File: src/rtl/cfg_descriptor_tx.sv
// Streams an 8-word checksummed descriptor of the elaborated core configuration over valid/ready.
// First word is visible the cycle after start; each word holds until ready_i, and done_o follows W7 by one cycle.

package config_pkg;

   typedef struct packed {
      int unsigned XLEN;
      int unsigned VLEN;
      int unsigned PLEN;
      int unsigned GPLEN;
      bit          RVA;
      bit          RVB;
      bit          RVC;
      bit          RVD;
      bit          RVF;
      bit          RVH;
      bit          RVS;
      bit          RVU;
      bit          RVV;
      bit          RVZCB;
      bit          RVZCMP;
      bit          RVZCMT;
      bit          RVZiCond;
      bit          RVZicntr;
      bit          RVZihpm;
      bit          ZKN;
      bit          XF16;
      bit          XF16ALT;
      bit          XF8;
      bit          XFVec;
      bit          CvxifEn;
      bit          MmuPresent;
      bit          DebugEn;
      bit          SDTRIG;
      bit          SuperscalarEn;
      bit          PerfCounterEn;
      int unsigned NR_SB_ENTRIES;
      int unsigned NrCommitPorts;
      int unsigned NrIssuePorts;
      int unsigned NrWbPorts;
      int unsigned NrRgprPorts;
      int unsigned NrPMPEntries;
      int unsigned ICACHE_SET_ASSOC;
      int unsigned ICACHE_INDEX_WIDTH;
      int unsigned ICACHE_LINE_WIDTH;
      int unsigned DCACHE_SET_ASSOC;
      int unsigned DCACHE_INDEX_WIDTH;
      int unsigned DCACHE_LINE_WIDTH;
      int unsigned InstrTlbEntries;
      int unsigned DataTlbEntries;
      int unsigned FLen;
      int unsigned RASDepth;
   } cva6_cfg_t;

   localparam cva6_cfg_t cva6_cfg_empty = '0;

endpackage

module cfg_descriptor_tx #(
   parameter config_pkg::cva6_cfg_t CVA6Cfg = config_pkg::cva6_cfg_empty
) (
   input  logic        clk_i,
   input  logic        rst_ni,
   input  logic        start_i,
   input  logic        abort_i,
   output logic        valid_o,
   input  logic        ready_i,
   output logic [31:0] data_o,
   output logic        last_o,
   output logic        busy_o,
   output logic        done_o
);

   localparam logic [0:0] IDLE = 1'b0;
   localparam logic [0:0] SEND = 1'b1;

   // The whole descriptor, checksum included, is folded to constants here.
   function automatic logic [7:0][31:0] build_words(input config_pkg::cva6_cfg_t c);
      logic [7:0][31:0] w;
      logic [31:0]      sum;
      w    = '0;
      w[0] = 32'hC7A6_0001;
      w[1] = {8'(c.GPLEN), 8'(c.PLEN), 8'(c.VLEN), 8'(c.XLEN)};
      w[2] = {6'd0, c.PerfCounterEn, c.SuperscalarEn, c.SDTRIG, c.DebugEn,
              c.MmuPresent, c.CvxifEn, c.XFVec, c.XF8, c.XF16ALT, c.XF16,
              c.ZKN, c.RVZihpm, c.RVZicntr, c.RVZiCond, c.RVZCMT, c.RVZCMP,
              c.RVZCB, c.RVV, c.RVU, c.RVS, c.RVH, c.RVF, c.RVD, c.RVC,
              c.RVB, c.RVA};
      w[3] = {8'(c.NrPMPEntries), 4'(c.NrRgprPorts), 4'(c.NrWbPorts),
              4'(c.NrIssuePorts), 4'(c.NrCommitPorts), 8'(c.NR_SB_ENTRIES)};
      w[4] = {16'(c.ICACHE_LINE_WIDTH), 8'(c.ICACHE_INDEX_WIDTH), 8'(c.ICACHE_SET_ASSOC)};
      w[5] = {16'(c.DCACHE_LINE_WIDTH), 8'(c.DCACHE_INDEX_WIDTH), 8'(c.DCACHE_SET_ASSOC)};
      w[6] = {8'(c.RASDepth), 8'(c.FLen), 8'(c.DataTlbEntries), 8'(c.InstrTlbEntries)};
      sum  = '0;
      for (int i = 0; i < 7; i++) begin
         sum = sum + w[i];
      end
      w[7] = 32'd0 - sum;
      return w;
   endfunction

   localparam logic [7:0][31:0] WORDS = build_words(CVA6Cfg);

   logic [0:0] state;
   logic [2:0] idx;
   logic       done_q;

   always_ff @(posedge clk_i or negedge rst_ni) begin
      if (!rst_ni) begin
         state  <= IDLE;
         idx    <= 3'd0;
         done_q <= 1'b0;
      end else begin
         done_q <= 1'b0;
         case (state)
            IDLE: begin
               if (start_i) begin
                  state <= SEND;
                  idx   <= 3'd0;
               end
            end
            default: begin
               if (abort_i) begin
                  state <= IDLE;
                  idx   <= 3'd0;
               end else if (ready_i) begin
                  if (idx == 3'd7) begin
                     state  <= IDLE;
                     idx    <= 3'd0;
                     done_q <= 1'b1;
                  end else begin
                     idx <= idx + 3'd1;
                  end
               end
            end
         endcase
      end
   end

   // Outputs decode only registered state, so reset clears them without a clock.
   assign valid_o = (state == SEND);
   assign busy_o  = (state == SEND);
   assign data_o  = (state == SEND) ? WORDS[idx] : 32'd0;
   assign last_o  = (state == SEND) && (idx == 3'd7);
   assign done_o  = done_q;

endmodule
File: config.mk
export PLATFORM = sky130hd
export DESIGN_NAME = cfg_descriptor_tx
export DESIGN_NICKNAME = d
export VERILOG_FILES = /design/src/rtl/cfg_descriptor_tx.sv
export SDC_FILE = /design/constraint.sdc
export NUM_CORES = 1
export LEC_CHECK = 0
export CORE_UTILIZATION = 32
export DETAILED_ROUTE_END_ITERATION = 6
export PLACE_DENSITY = 0.81
export SYNTH_ARGS = -nofsm -noshare
export SYNTH_HDL_FRONTEND = slang
export SYNTH_SLANG_ARGS = --single-unit
File: constraint.sdc
create_clock -name clk_i -period 2.5 [get_ports clk_i]
set_clock_uncertainty 0.2 [all_clocks]
set_input_delay 0.5 -clock clk_i [delete_from_list [all_inputs] [get_ports clk_i]]
set_output_delay 0.5 -clock clk_i [all_outputs]
set_load 0.1 [all_outputs]
==> results of run 1 <==
-- where the power goes --
| part | internal, uW | leakage, uW | switching [uW] | total, uW |
|---|---|---|---|---|
| registers | 85.5 | 0.0000658 | 7.03 | 92.6 |
| logic | 111 | 0.000433 | 245 | 356 |
| clock network | 60.5 | 0.0000150 | 34.9 | 95.4 |
-- metal layers --
layer  share of wire (%)  up-vias  global-route usage [%]
li1                    -      196                       -
met1                  44      187                   17.89
met2                  46       35                   22.15
met3                 7.9        3                   2.586
met4                 2.0        0                   7.500
met5                   0        -                       0
-- worst max-delay path by stage --
stage / to / start / slack, ns / cells past startpoint
after floorplan: data_o[18] / busy_o / 0.02 / 2
after global placement: data_o[9] / idx[0] / 0.22 / 4
after detailed placement: data_o[11] / idx[0] / 0.15 / 4
after CTS: data_o[11] / idx[0] / 0.06 / 4
after global routing: data_o[28] / idx[0] / 0.03 / 4
final: data_o[3] / idx[0] / 0.1 / 4
-- worst max-delay path, stage by stage, from the launching register on --
cell,delay [ns]
dfrtp_1,0.39
ha_1,0.19
ha_1,0.26
and2_4,0.40
buf_12,0.22
-- final cells by class --
type	count	area (sq um)	area share, %
multi-input cells	20	173.9	15.43
clock buffers	4	26.28	2.331
flip-flops and latches	5	126.4	11.21
inverters	2	7.507	0.6659
well taps	16	20.02	1.776
repair buffers	45	773.2	68.59
-- kinds of logic after synthesis --
| family | after synthesis | share of synthesized area, % |
|---|---|---|
| simple gates | 8 | 9.072 |
| fa+ha+maj | 3 | 7.161 |
| flops | 5 | 23.87 |
| compound gates | 5 | 7.876 |
| mux | 3 | 6.205 |
| buf+inv | 33 | 45.82 |
-- placed cells by master, fill, tap and decap left out, types with 2 or more instances in the layout --
master	Yosys	final
nor2_1	3	3
inv_1	2	2
and2_4	0	2
buf_4	31	7
dfrtp_1	5	4
buf_12	0	34
clkdlybuf4s50_1	0	4
ha_1	3	3
clkbuf_4	0	3
a32o_1	2	2
-- stage by stage --
stage	setup WS [ns]	util, %	hold slack, ns
floorplan	0.01840	-	0.004409
global placement	0.2195	68.39	0.3131
detailed placement	0.1545	68.39	0.3284
CTS	0.06440	70.69	0.2765
global route	0.02750	73.97	0.2938
finish	0.09691	73.97	0.2763
-- sequential cells by signal, summed over array words and instances (netlist names) --
register  cells
idx           3
busy_o        1
done_o        1
-- timing repair --
action | in CTS | in global routing
setup endpoints to repair | 23 | 12
setup buffers | 0 | 5
resized for setup | 1 | 0
gates cloned | 1 | 0
==> out/summary.md, run 1 <==
Run status
- **status** finished clean

Global routing
- **first-pass GRT wire length** 1849 microns
- **gr ovfl total** 0
- **antenna violations before repair** 0
- **total routing resource utilization after global routing** 14.02%
- **number of global-route vias before repair** 374
- **maximum number of pins on one net before global-route repair** 13

Detailed routing
- **drt pass-1 iters** 4
- **count of antenna-violating nets left after detailed routing** 0
- **Vias/cell** 4.576
- **Total Routed Length** 1276 microns
- **total number of vias** 421
- **initial DRC count** 1
- **routed len/inst** 13.87 microns
- **number of remaining DRC errors** 0

Placement
- **last weighted congestion value of the routability-driven placer** 0.7514
- **# port buffers** 40
- **instance area after placement** 1042 sq um
- **DP Wirelength** 950.6 microns
- **total instance count after detailed placement** 82

Synth
- **top cells by area, synth** buf_4 (44%), dfrtp_1 (24%), ha_1 (7.2%)
- **number of flops mapped to enable cells by yosys** 0
- **most common cell in the netlist** buf_4
- **distinct cell type count of the synthesized netlist** 17
- **top_reg_cell synth** dfrtp_1
- **Synth Register Bits** 5
- **synthesized instance count** 57
- **Mapped Nets** 65
- **average cell area after synthesis** 9.197 sq um
- **post-synthesis cell area** 524.3 sq um
- **top cell type by total area after synthesis** buf_4
- **Synth async-reset ratio** 100.0%
- **leading post-synthesis cells by instance count** buf_4 (31), dfrtp_1 (5), ha_1 (3), nor2_1 (3)
- **warning count from the yosys run** 0
- **fraction of the yosys area taken by sequential cells** 23.87%
- **area share of the leading cell type in the synthesized netlist** 44.39%

Clock tree
- **count of hold buffers inserted by post-cts repair** 0
- **clock slew seen by the registers of the worst setup and hold paths** 0.04 ns
- **total CTS buffers** 3
- **Clock Tree Root** clkbuf_4
- **number of clock sinks** 5
- **TritonCTS clock tree** yes
- **number of buffers on the longest clock path** 2
- **deepest level of the CTS H-tree** 1
- **clock insertion delay at the later pin of the skew report** 0.25 ns

Layout
- **Inserted Diodes** 0
- **total of fill cells in the finished design** 94
- **area added between synthesis and finish** 115.0%
- **post-layout instance area** 1127 sq um
- **share of post-route cells with drive strength above 1** 67.11%
- **fin nets** 85
- **number of standard cells in the final layout excluding fillers** 92

Power
- **Total Power** 544.2 uW
- **maximum vdd drop** 440.0 uV
- **Static Leak** 0.0005140 uW
- **power density cells** 482.8 nW/um^2

Run
- **MaxCap Viol Count** 0

STA
- **crit path time final** 2.403 ns
- **Worst Tran Pin Value** 0.4687 ns
- **highest achievable clock rate** 0.4161 GHz
- **unrepaired setup endpoints after global routing** false
- **number of pins exceeding their max-slew limit in the final report** 0
- **worst slew margin relative to its limit** 68.86%
- **Final setup viols** 0
- **setup_tns** 0 ns
- **Fin. Hold Viols** 0
- **period utilization** 96.12%

Setup path
- **worst reg2reg setup slack** 0.82 ns
- **reg2reg path depth** 4
- **worst reg2reg startpoint** idx[0]
- **biggest fanout along the worst timing path** 11
- **Data required, critical path** 1.80 ns
- **CP Launch Type** flop
- **data arrival time of the worst path** 1.70 ns
- **capture point of the worst reg-to-reg path** idx[2]
- **category of the worst setup path capture point** output pin
- **type of the setup path with the least slack** reg -> out

Min path
- **worst hold path type** in -> async

Floorplanning
- **overall die area** 1804 sq um
- **Rows** 14
- **die width** 42.48 microns
- **Die H** 42.48 microns
- **number of placed I/O pins** 41
- **initial cell density of the core** 34.40%
- **area of the placeable core** 1524 sq um

Note: power is estimated with default switching activity, not from simulation.
==> run 2: changes to the inputs <==
Settings changed: ABC_AREA set to 1, CORE_MARGIN set to 3, PLACE_DENSITY 0.81 to 0.8.
==> run 2 against run 1 <==
Cell count is 7.6% higher. Largest power group unchanged. Clock power decreased by 3.1%. First-iteration DRC count decreased by 100%. Sequential power is 6.8% higher. Critical endpoint is now data_o[15].
==> out/summary.md, run 2 <==
Run status
- **status** finished clean

Setup path
- **Data required, critical path** 1.80 ns
- **biggest fanout along the worst timing path** 23
- **cells traversed along the worst timing path** ha_1, ha_1, nand2_1, clkinvlp_4, buf_12, buf_12
- **category of the worst setup path capture point** output pin
- **number of buffer and inverter stages on the critical path** 3
- **Worst path top cell family by delay** buffers and inverters
- **delay contributed by the slowest stage of the critical path** 0.41 ns
- **type of the setup path with the least slack** reg -> out
- **slowest CP cell** dfrtp_1
- **data arrival time of the worst path** 1.72 ns
- **CP Launch Type** flop

STA
- **Final setup viols** 0
- **worst slew margin relative to its limit** 81.60%
- **period utilization** 96.93%
- **crit path time final** 2.423 ns
- **number of pins exceeding their max-slew limit in the final report** 0
- **setup_tns** 0 ns
- **Fin. Hold Viols** 0
- **Worst Tran Pin Value** 0.2783 ns
- **unrepaired setup endpoints after global routing** false
- **highest achievable clock rate** 0.4127 GHz

Detailed routing
- **routed len/inst** 11.93 microns
- **total number of vias** 431
- **initial DRC count** 0
- **Vias/cell** 4.354
- **count of antenna-violating nets left after detailed routing** 0
- **Total Routed Length** 1181 microns
- **drt pass-1 iters** 1
- **number of remaining DRC errors** 0

Synth
- **average cell area after synthesis** 7.875 sq um
- **top_reg_cell synth** dfrtp_1
- **post-synthesis cell area** 535.5 sq um
- **synthesized instance count** 68
- **Synth async-reset ratio** 100.0%
- **most common cell in the netlist** buf_4
- **distinct cell type count of the synthesized netlist** 13
- **leading post-synthesis cells by instance count** buf_4 (31), nand2_1 (9), inv_1 (6), dfrtp_1 (5), nand3_1 (4)
- **fraction of the yosys area taken by sequential cells** 23.36%
- **number of flops mapped to enable cells by yosys** 0
- **top cells by area, synth** buf_4 (43%), dfrtp_1 (23%), ha_1 (7.0%)
- **top cell type by total area after synthesis** buf_4
- **Mapped Nets** 76
- **Synth Register Bits** 5
- **area share of the leading cell type in the synthesized netlist** 43.46%
- **warning count from the yosys run** 0

Clock tree
- **TritonCTS clock tree** yes
- **clock slew seen by the registers of the worst setup and hold paths** 0.04 ns
- **number of buffers on the longest clock path** 2
- **total CTS buffers** 3
- **Clock Tree Root** clkbuf_4
- **count of hold buffers inserted by post-cts repair** 0
- **clock insertion delay at the later pin of the skew report** 0.24 ns
- **number of gates resized after cts** 0
- **deepest level of the CTS H-tree** 1
- **Post CTS Setup Buffer Count** 0
- **number of clock sinks** 5

Global routing
- **first-pass GRT wire length** 1731 microns
- **gr ovfl total** 0
- **number of global-route vias before repair** 380
- **antenna violations before repair** 0
- **total routing resource utilization after global routing** 11.60%
- **maximum number of pins on one net before global-route repair** 24

Floorplanning
- **Die H** 46.91 microns
- **initial cell density of the core** 34.74%
- **overall die area** 2201 sq um
- **number of placed I/O pins** 41
- **die width** 46.91 microns
- **area of the placeable core** 1541 sq um
- **Rows** 14

Layout
- **total of fill cells in the finished design** 105
- **leading cell types in the layout, fill and taps excluded** buf_12 (34), nand2_1 (9), inv_1 (5)
- **fin nets** 92
- **area added between synthesis and finish** 108.9%
- **leading cell type in the layout, fill and taps excluded** buf_12
- **storage element area** 128.9 sq um
- **share of post-route cells with drive strength above 1** 59.04%
- **Largest register FFs** 3
- **Inserted Diodes** 0
- **area taken by multi-input logic gates** 162.7 sq um
- **core utilization of the finished layout** 72.56%
- **register containing the most flip-flops in the final layout** idx

Power
- **Static Leak** 0.0005011 uW
- **maximum vdd drop** 745.9 uV
- **power density cells** 641.0 nW/um^2

Min path
- **worst hold path type** in -> async

Placement
- **last weighted congestion value of the routability-driven placer** 0.8177
- **# port buffers** 40
- **DP Wirelength** 1047 microns

Run
- **MaxCap Viol Count** 0

==> run 2: cell families (layout without fill, tap and decap cells) <==
group / after synthesis / count (layout) / share of synthesized area, %
buffers and inverters: 38 / 53 / 48.36
AND/OR/NAND/NOR: 20 / 20 / 17.99
flip-flops: 5 / 5 / 23.36
adder cells (fa/ha/maj): 3 / 3 / 7.010
AO/OA/AOI/OAI: 2 / 2 / 3.270
==> run 2: per-layer routing <==
| metal | wire [microns] | track usage (%) | vias up |
|---|---|---|---|
| met1 | 336 | 9.447 | 193 |
| met4 | 36 | 8.287 | 0 |
| met3 | 124 | 2.682 | 3 |
| li1 | - | - | 209 |
| met2 | 684 | 23.31 | 26 |
| met5 | 0 | 0 | - |
==> run 2: power breakdown <==
group	internal, uW	leakage [uW]	switching [uW]	total (uW)
sequential	89.1	0.0000660	9.73	98.9
combinational	163	0.000420	363	526
clock	60.3	0.0000150	32.2	92.4
==> run 2: per-stage QoR <==
| step | worst slack [ns] | instances | hold slack [ns] | power (uW) | instance area [sq um] |
|---|---|---|---|---|---|
| global route | 0.01466 | 99 | 0.2744 | 740.6 | 1119 |
| floorplan | -0.4002 | 68 | 0.004409 | 478.3 | 640.6 |
| CTS | 0.07713 | 99 | 0.2753 | 726.5 | 1119 |
| finish | 0.07687 | 99 | 0.2784 | 717.0 | 1119 |
| detailed placement | 0.3451 | 95 | 0.3466 | 628.8 | 1092 |
| global placement | 0.3840 | 95 | 0.3220 | 621.0 | 1092 |
==> run 2: final cells by class <==
| cell class | instances | area share, % |
|---|---|---|
| inverter | 7 | 2.685 |
| tap | 16 | 1.790 |
| timing repair buffer | 42 | 67.11 |
| sequential | 5 | 11.52 |
| clock buffer | 4 | 2.349 |
| multi-input combinational | 25 | 14.54 |
==> run 2: worst register-to-register path, delay by kind of cell (launching register included) <==
family | cells | cell delay [ns]
fa+ha+maj | 2 | 0.51
simple gates | 2 | 0.12
flops | 1 | 0.41
==> run 2: worst paths after layout <==
path                            cells after the start   start         end  slack, ns
worst max-delay path                                6  idx[0]  data_o[15]       0.08
worst min-delay path                                1  rst_ni      done_o       0.28
worst max register to register                      4  idx[0]      idx[2]       1.15
worst min register to register                      2  idx[1]      idx[1]       0.36
max in group asynchronous                           1  rst_ni      busy_o       1.61
min in group clk_i                                  2  idx[1]      idx[1]       0.36
==> run 3: changes to the inputs <==
Settings changed: CORE_ASPECT_RATIO set to 0.75, CORE_UTILIZATION 32 to 29, PLACE_DENSITY 0.8 to 0.77.
Clock period 2.5 ns to 2 ns, I/O delays scaled along.
==> run 3 against run 2 <==
The flow now finishes with violations (negative setup slack). Setup slack worse by 0.37 ns. Sequential power grew 30%. Flip-flop and latch count is the same. Critical path type unchanged. Critical endpoint is now data_o[17]. Largest cell class unchanged. Largest power group unchanged.
==> out/summary.md, run 3 (synthesized netlist as in run 2, its figures left out) <==
Run status
- **status** finished, violations left
- **violations in the final reports** negative setup slack

Clock tree
- **clock slew seen by the registers of the worst setup and hold paths** 0.04 ns
- **clock insertion delay at the later pin of the skew report** 0.25 ns
- **total CTS buffers** 3
- **TritonCTS clock tree** yes
- **Clock Tree Root** clkbuf_4
- **number of clock sinks** 5
- **number of buffers on the longest clock path** 2
- **deepest level of the CTS H-tree** 1

Floorplanning
- **area of the placeable core** 1607 sq um
- **initial cell density of the core** 33.33%
- **die width** 55.62 microns
- **Die H** 43.22 microns
- **number of placed I/O pins** 41
- **overall die area** 2404 sq um
- **Rows** 12

Setup path
- **worst reg2reg startpoint** idx[0]
- **Data required, critical path** 1.40 ns
- **capture point of the worst reg-to-reg path** busy_o
- **CP Launch Type** flop
- **type of the setup path with the least slack** reg -> out
- **biggest fanout along the worst timing path** 4
- **reg2reg path depth** 6
- **data arrival time of the worst path** 1.69 ns
- **worst reg2reg setup slack** 0.60 ns
- **category of the worst setup path capture point** output pin
- **Critical Path Start** idx[0]
- **crit path capture** data_o[17]

Global routing
- **total routing resource utilization after global routing** 17.29%
- **gr ovfl total** 0
- **first-pass GRT wire length** 3015 microns
- **maximum number of pins on one net before global-route repair** 12
- **antenna violations before repair** 0
- **number of global-route vias before repair** 530

Detailed routing
- **initial DRC count** 10
- **Vias/cell** 4.289
- **number of remaining DRC errors** 0
- **total number of vias** 489
- **routed len/inst** 16.79 microns
- **Total Routed Length** 1914 microns
- **drt pass-1 iters** 4
- **count of antenna-violating nets left after detailed routing** 0

STA
- **period utilization** 114.5%
- **setup_tns** -8.652 ns
- **worst slew margin relative to its limit** 80.36%
- **number of pins exceeding their max-slew limit in the final report** 0
- **Fin. Hold Viols** 0
- **Worst Tran Pin Value** 0.2943 ns
- **unrepaired setup endpoints after global routing** true
- **Final setup viols** 33
- **crit path time final** 2.290 ns
- **Hold Slack** 0.1784 ns
- **highest achievable clock rate** 0.4366 GHz
- **post-route setup slack** -0.2905 ns

Placement
- **last weighted congestion value of the routability-driven placer** 0.8196
- **DP Wirelength** 1283 microns
- **instance area after placement** 1174 sq um
- **Place WS** -0.04598 ns
- **# port buffers** 40

Layout
- **leading cell types in the layout, fill and taps excluded** buf_12 (31), buf_16 (9), nand2_1 (8)
- **register containing the most flip-flops in the final layout** idx
- **leading cell type in the layout, fill and taps excluded** buf_12
- **total of fill cells in the finished design** 60
- **Largest register FFs** 3
- **post-layout instance area** 1404 sq um
- **fin nets** 102
- **share of post-route cells with drive strength above 1** 69.89%
- **Inserted Diodes** 0
- **area added between synthesis and finish** 162.2%

Min path
- **worst hold path type** in -> async

Power
- **maximum vdd drop** 1035 uV
- **power density cells** 728.0 nW/um^2
- **Static Leak** 0.0006193 uW

Run
- **MaxCap Viol Count** 0

[run 3: cell types whose count changed in the layout (fill, tap and decap cells not counted), sizes merged]
cell    change
buf         +9
clkbuf      +1
[run 3: timing repair]
item                       in CTS  in global routing
pin swaps                       0                  1
gates cloned                    2                  1
hold buffers                    0                  0
resized for setup              11                  9
setup buffers                   4                  0
setup endpoints to repair      33                 33
[run 3: final cells by class]
type                       count  area, sq um  share of cell area (%)
timing repair buffer          52        989.7                   70.50
multi-input combinational     25        197.7                   14.08
sequential                     5        128.9                   9.180
inverter                       7        35.03                   2.496
clock buffer                   4        26.28                   1.872
tap                           21        26.28                   1.872
[run 3: layer usage]
metal | vias up | part of all wire (%) | wire (microns) | global-route usage, %
met5 | - | 0 | 0 | 0
met3 | 3 | 4.3 | 82 | 2.736
met2 | 24 | 56 | 1070 | 33.49
met1 | 231 | 38 | 733 | 18.00
li1 | 231 | - | - | -
met4 | 0 | 1.5 | 28 | 8.738
[run 3: worst min path at each step]
stage	from	endpoint	slack, ns	cells after the start
after floorplan	rst_ni	done_o	-0.1	0
after global placement	idx[1]	idx[1]	0.33	2
after detailed placement	idx[1]	idx[1]	0.35	2
after CTS	rst_ni	done_o	0.18	1
after global routing	rst_ni	idx[0]	0.18	1
final	rst_ni	done_o	0.18	1
[run 3: critical path, cell delays in order (launching register included)]
cell	delay, ns
dfrtp_1	0.39
buf_4	0.15
inv_2	0.06
ha_4	0.12
nor3b_4	0.29
clkbuf_16	0.24
buf_16	0.17
[run 3: metrics by stage]
| step | utilization, % | cells | power (uW) |
|---|---|---|---|
| 2_1_floorplan | - | 68 | 599.7 |
| 3_3_place_gp | 73.05 | 103 | 818.6 |
| 3_5_place_dp | 73.05 | 103 | 827.3 |
| 4_1_cts | 83.02 | 113 | 956.7 |
| 5_1_grt | 87.38 | 114 | 1054 |
| 6_report | 87.38 | 114 | 1022 |
[run 3: power by group]
part	internal [uW]	switching [uW]	leakage, uW
sequential	111	17.7	0.0000660
clock	75.8	47.5	0.0000150
combinational	289	481	0.000538
